File: src/rtl/ball_step_gen.sv
// Converts held direction-button levels into one-cycle step pulses with hold-to-repeat.
// One cycle from a sampled request to its pulse; no backpressure, the ball module consumes every pulse.

module ball_step_axis #(
    parameter int               TIMER_W = 26,
    parameter logic [TIMER_W-1:0] D_LOAD = '0,
    parameter logic [TIMER_W-1:0] R_LOAD = '0
) (
    input  logic clk,
    input  logic rst_n,
    input  logic enable,
    input  logic inc_btn,
    input  logic dec_btn,
    output logic inc_pulse,
    output logic dec_pulse,
    output logic repeating
);

    localparam logic [1:0] IDLE   = 2'd0;
    localparam logic [1:0] DELAY  = 2'd1;
    localparam logic [1:0] REPEAT = 2'd2;

    logic [1:0]         state_q, state_d;
    logic               dir_q, dir_d;
    logic [TIMER_W-1:0] tmr_q, tmr_d;
    logic               inc_q, inc_d;
    logic               dec_q, dec_d;
    logic               rep_q, rep_d;

    logic req_inc, req_dec, hold;

    // Pressing both buttons at once is treated as no request.
    assign req_inc = enable & inc_btn & ~dec_btn;
    assign req_dec = enable & dec_btn & ~inc_btn;
    assign hold    = dir_q ? req_inc : req_dec;

    always_comb begin
        state_d = state_q;
        dir_d   = dir_q;
        tmr_d   = tmr_q;
        inc_d   = 1'b0;
        dec_d   = 1'b0;
        case (state_q)
            IDLE: begin
                if (req_inc || req_dec) begin
                    inc_d   = req_inc;
                    dec_d   = req_dec;
                    dir_d   = req_inc;
                    tmr_d   = D_LOAD;
                    state_d = DELAY;
                end
            end
            DELAY, REPEAT: begin
                // Losing the latched request wins over a timer expiry on the same edge.
                if (!hold) begin
                    state_d = IDLE;
                    tmr_d   = '0;
                end else if (tmr_q == '0) begin
                    inc_d   = dir_q;
                    dec_d   = ~dir_q;
                    tmr_d   = R_LOAD;
                    state_d = REPEAT;
                end else begin
                    tmr_d = tmr_q - 1'b1;
                end
            end
            default: begin
                state_d = IDLE;
                tmr_d   = '0;
            end
        endcase
        rep_d = (state_d == REPEAT);
    end

    always_ff @(posedge clk or negedge rst_n) begin
        if (!rst_n) begin
            state_q <= IDLE;
            dir_q   <= 1'b0;
            tmr_q   <= '0;
            inc_q   <= 1'b0;
            dec_q   <= 1'b0;
            rep_q   <= 1'b0;
        end else begin
            state_q <= state_d;
            dir_q   <= dir_d;
            tmr_q   <= tmr_d;
            inc_q   <= inc_d;
            dec_q   <= dec_d;
            rep_q   <= rep_d;
        end
    end

    assign inc_pulse = inc_q;
    assign dec_pulse = dec_q;
    assign repeating = rep_q;

endmodule

module ball_step_gen #(
    parameter int SIMULATE         = 0,
    parameter int REPEAT_DELAY     = 50_000_000,
    parameter int REPEAT_RATE      = 10_000_000,
    parameter int SIM_REPEAT_DELAY = 20,
    parameter int SIM_REPEAT_RATE  = 5,
    parameter int TIMER_W          = 26
) (
    input  logic clk,
    input  logic reset,
    input  logic enable,
    input  logic x_inc_btn,
    input  logic x_dec_btn,
    input  logic y_inc_btn,
    input  logic y_dec_btn,
    output logic x_increment,
    output logic x_decrement,
    output logic y_increment,
    output logic y_decrement,
    output logic x_repeating,
    output logic y_repeating
);

    localparam int D_EFF = (SIMULATE != 0) ? SIM_REPEAT_DELAY : REPEAT_DELAY;
    localparam int R_EFF = (SIMULATE != 0) ? SIM_REPEAT_RATE  : REPEAT_RATE;
    // Loads are one less than the period because the expiry edge itself counts.
    localparam logic [TIMER_W-1:0] D_LOAD = TIMER_W'(D_EFF - 1);
    localparam logic [TIMER_W-1:0] R_LOAD = TIMER_W'(R_EFF - 1);

    ball_step_axis #(
        .TIMER_W (TIMER_W),
        .D_LOAD  (D_LOAD),
        .R_LOAD  (R_LOAD)
    ) u_x (
        .clk       (clk),
        .rst_n     (reset),
        .enable    (enable),
        .inc_btn   (x_inc_btn),
        .dec_btn   (x_dec_btn),
        .inc_pulse (x_increment),
        .dec_pulse (x_decrement),
        .repeating (x_repeating)
    );

    ball_step_axis #(
        .TIMER_W (TIMER_W),
        .D_LOAD  (D_LOAD),
        .R_LOAD  (R_LOAD)
    ) u_y (
        .clk       (clk),
        .rst_n     (reset),
        .enable    (enable),
        .inc_btn   (y_inc_btn),
        .dec_btn   (y_dec_btn),
        .inc_pulse (y_increment),
        .dec_pulse (y_decrement),
        .repeating (y_repeating)
    );

endmodule

File: config.mk
export PLATFORM = sky130hd
export DESIGN_NAME = ball_step_gen
export DESIGN_NICKNAME = d
export VERILOG_FILES = /design/src/rtl/ball_step_gen.sv
export SDC_FILE = /design/constraint.sdc
export NUM_CORES = 1
export LEC_CHECK = 0
export CORE_MARGIN = 3
export CORE_UTILIZATION = 45
export CTS_CLUSTER_DIAMETER = 80
export CTS_CLUSTER_SIZE = 25
export DETAILED_ROUTE_END_ITERATION = 8
export GPL_TIMING_DRIVEN = 0
export PLACE_DENSITY = 0.62
export SETUP_SLACK_MARGIN = 0.5
export SYNTH_ARGS = -nofsm -noshare
export SYNTH_HDL_FRONTEND = slang
export SYNTH_SLANG_ARGS = --single-unit
File: constraint.sdc
create_clock -name clk -period 2.5 [get_ports clk]
set_clock_uncertainty 0.05 [all_clocks]
set_input_delay 0.5 -clock clk [delete_from_list [all_inputs] [get_ports clk]]
set_output_delay 0.5 -clock clk [all_outputs]
set_load 0.005 [all_outputs]
==> impl_metrics.yaml <==
outcome:
  outcome: "finished, final reports clean"
worst_hold_path:
  min_path_type: "in2async"
sta:
  slew_violations: 0
  finalHoldViolations: 0
  slew_headroom_pct: 45.2
  finalCritPeriodShare_pct: 95.0
  fin_tns_setup_ns: 0
  fin_crit_ns: 2.37
  worstMarginPinSlew_ns: 0.823
  fmax_ghz: 0.421
  rsz0062_at_grt: "true"
  setup_viol: 0
  timing.hold.ws_ns: 0.174
cells_and_area:
  drive_gt1_share_pct: 38.9
  fin_area_um2: 5660
  antennaDiodeCount: 0
  area_growth_pct: 42.3
  fin_cells: 645
  final_nets: 550
die:
  pin_count: 13
  num_rows: 33
  die_w_um: 100
  die-height_um: 100
  core_area_um2: 8380
  die_area_um2: 9990
  start_util_pct: 47.4
critical_path:
  worstSetupEndpointType: "flip-flop"
  cp-start-kind: "flip-flop"
  worstPathArrival_ns: 2.54
  cp.required_ns: 2.67
  crit_type: "reg2reg"
  cp_max_fo: 7
logic_synthesis:
  yosys_warnings: 0
  avgSynthCellArea_um2: 8.77
  synthesis.nets: 468
  synth-seq-cells: 64
  seq_area_frac_synth_pct: 40.3
  ys.flop_type: "dfrtp_1"
  synthCells: 453
  synthesis.area_um2: 3970
  synth-edff-count: 0
  synth_cell_types: 65
  ys_async_sr_fraction_pct: 100
global_route:
  grtUsageTotal_pct: 24.8
  grt_max_degree: 65
  grt_pass1_vias: 3857
  antenna_found_initial: 0
  grt_pass1_wl_um: 19800
  grt.overflow.total: 0
place:
  hpwl_um: 7430
  place_area_um2: 4350
  globalplace.congestion: 0.863
  dp_cells: 570
  port_buffers: 12
routing:
  first_iter_violations: 318
  drt_pass1_iterations: 5
  wl_um: 12900
  drt-wirelength-per-cell_um: 20.0
  route.vias.total: 4163
  drtAntennaViolNets: 0
  drc: 0
  via_per_inst: 6.45
clocking:
  clk_pin_slew_ns: 0.08
  insertion_delay_ns: 0.34
  cts.sinks: 64
  cts_root_buffer: "clkbuf_8"
  cts_tree: "built"
  htreeDepth: 3
  clockBufferDepth: 2
  numCtsBuffers: 9
power:
  ir_drop_uv: 591
  p_per_area_nw_per_um2: 1170
  power.leakage_nw: 2.40
flow_run:
  cap_violations: 0
[worst max-delay path, cell delays in order (launching register included)]
cell,delay (ns)
dfrtp_1,0.47
or3_1,0.52
or3_4,0.43
buf_8,0.15
o31ai_4,0.17
o311ai_2,0.12
a221o_1,0.33
[power breakdown]
group / switching [mW] / internal (mW)
clock network: 0.413 / 0.513
registers: 0.508 / 1.39
logic: 2.02 / 1.77
[cells by family after synthesis]
family	after synthesis	synth area share (%)
AO/OA/AOI/OAI	162	27.2
XOR/XNOR	6	1.32
adder cells (fa/ha/maj)	8	2.52
buffers and inverters	42	4.44
flip-flops	64	40.3
AND/OR/NAND/NOR	171	24.2
[timing repair]
action | in CTS | in global routing
hold buffers | 0 | 0
endpoints found under the setup margin | 61 | 61
setup buffers | 25 | 31
cloned | 2 | 1
resized for setup | 87 | 102
pin swaps | 32 | 31
[cells in the mapped netlist (8+ instances only)]
cell | instances | area, um^2
clkbuf_1 | 20 | 75.1
dfrtp_1 | 64 | 1600
nor2_1 | 26 | 97.6
o21ai_0 | 48 | 240
nor3_1 | 25 | 125
a31oi_1 | 18 | 113
ha_1 | 8 | 100
a21oi_1 | 37 | 185
a211o_1 | 8 | 70.1
a221o_1 | 10 | 100
nor4_1 | 12 | 75.1
nand3_1 | 24 | 120
inv_1 | 16 | 60.1
nand2_1 | 29 | 109
[flip-flops by register name, indices dropped and copies added, names as in the netlist]
| register | flops |
|---|---|
| u_x.dec_pulse | 1 |
| u_x.dir_q | 1 |
| u_x.inc_pulse | 1 |
| u_x.repeating | 1 |
| u_x.state_q | 2 |
| u_x.tmr_q | 26 |
| u_y.dec_pulse | 1 |
| u_y.dir_q | 1 |
| u_y.inc_pulse | 1 |
| u_y.repeating | 1 |
| u_y.state_q | 2 |
| u_y.tmr_q | 26 |
[metrics by stage]
stage	setup slack (ns)	utilization, %	total power [mW]
final	0.126	67.5	6.62
after global routing	0.0608	67.5	6.98
after CTS	0.144	60.7	5.72
after detailed placement	-0.357	51.9	4.22
after global placement	-1.33	51.9	4.17
after floorplan	0.156	-	3.58
[worst paths after layout]
| kind | depth (start not counted) | end | slack [ns] | start |
|---|---|---|---|---|
| min in group clk | 2 | u_y.inc_pulse$_DFF_PN0_ | 0.46 | y_dec_btn |
| max | 6 | u_x.tmr_q[19]$_DFFE_PN0P_ | 0.13 | u_x.tmr_q[8]$_DFFE_PN0P_ |
| min | 1 | u_x.tmr_q[7]$_DFFE_PN0P_ | 0.17 | reset |
| max in group asynchronous | 1 | u_x.dir_q$_DFFE_PN0P_ | 1.61 | reset |
| max reg2reg | 6 | u_x.tmr_q[19]$_DFFE_PN0P_ | 0.13 | u_x.tmr_q[8]$_DFFE_PN0P_ |
| min reg2reg | 2 | u_y.tmr_q[24]$_DFFE_PN0P_ | 0.49 | u_y.tmr_q[24]$_DFFE_PN0P_ |
[per-layer routing]
metal  vias up  wire, um  GRT usage (%)
li1       1906         -              -
met1      2064      6070           38.5
met3        15       909           4.52
met2       178      5760           34.6
met5         -         0              0
met4         0       140           8.50
[cells in the final DEF (no fill, tap or decap), types with 7 or more instances in the layout]
cell | netlist | layout
a21oi_1 | 37 | 20
nor4_4 | 1 | 8
clkbuf_8 | 0 | 11
a221o_1 | 10 | 10
clkbuf_2 | 0 | 9
dfrtp_1 | 64 | 56
o21ai_1 | 0 | 7
inv_1 | 16 | 12
clkdlybuf4s50_1 | 0 | 7
o21ai_0 | 48 | 34
nor2_1 | 26 | 23
o21ai_2 | 0 | 7
dfrtp_2 | 0 | 8
a211o_1 | 8 | 7
nor3_1 | 25 | 18
buf_4 | 0 | 49
nand3_1 | 24 | 19
buf_6 | 2 | 13
a21oi_2 | 0 | 15
a31oi_1 | 18 | 16
nand2_1 | 29 | 23
[final cells by class]
type	instances	area, um^2
clock inverters	3	40.0
clock buffers	13	159
repair buffers	71	656
plain buffers	26	209
multi-input cells	347	2790
well taps	105	131
inverters	16	63.8
fillers	636	2730
flip-flops and latches	64	1610
Note: power is estimated with default switching activity, not from simulation.
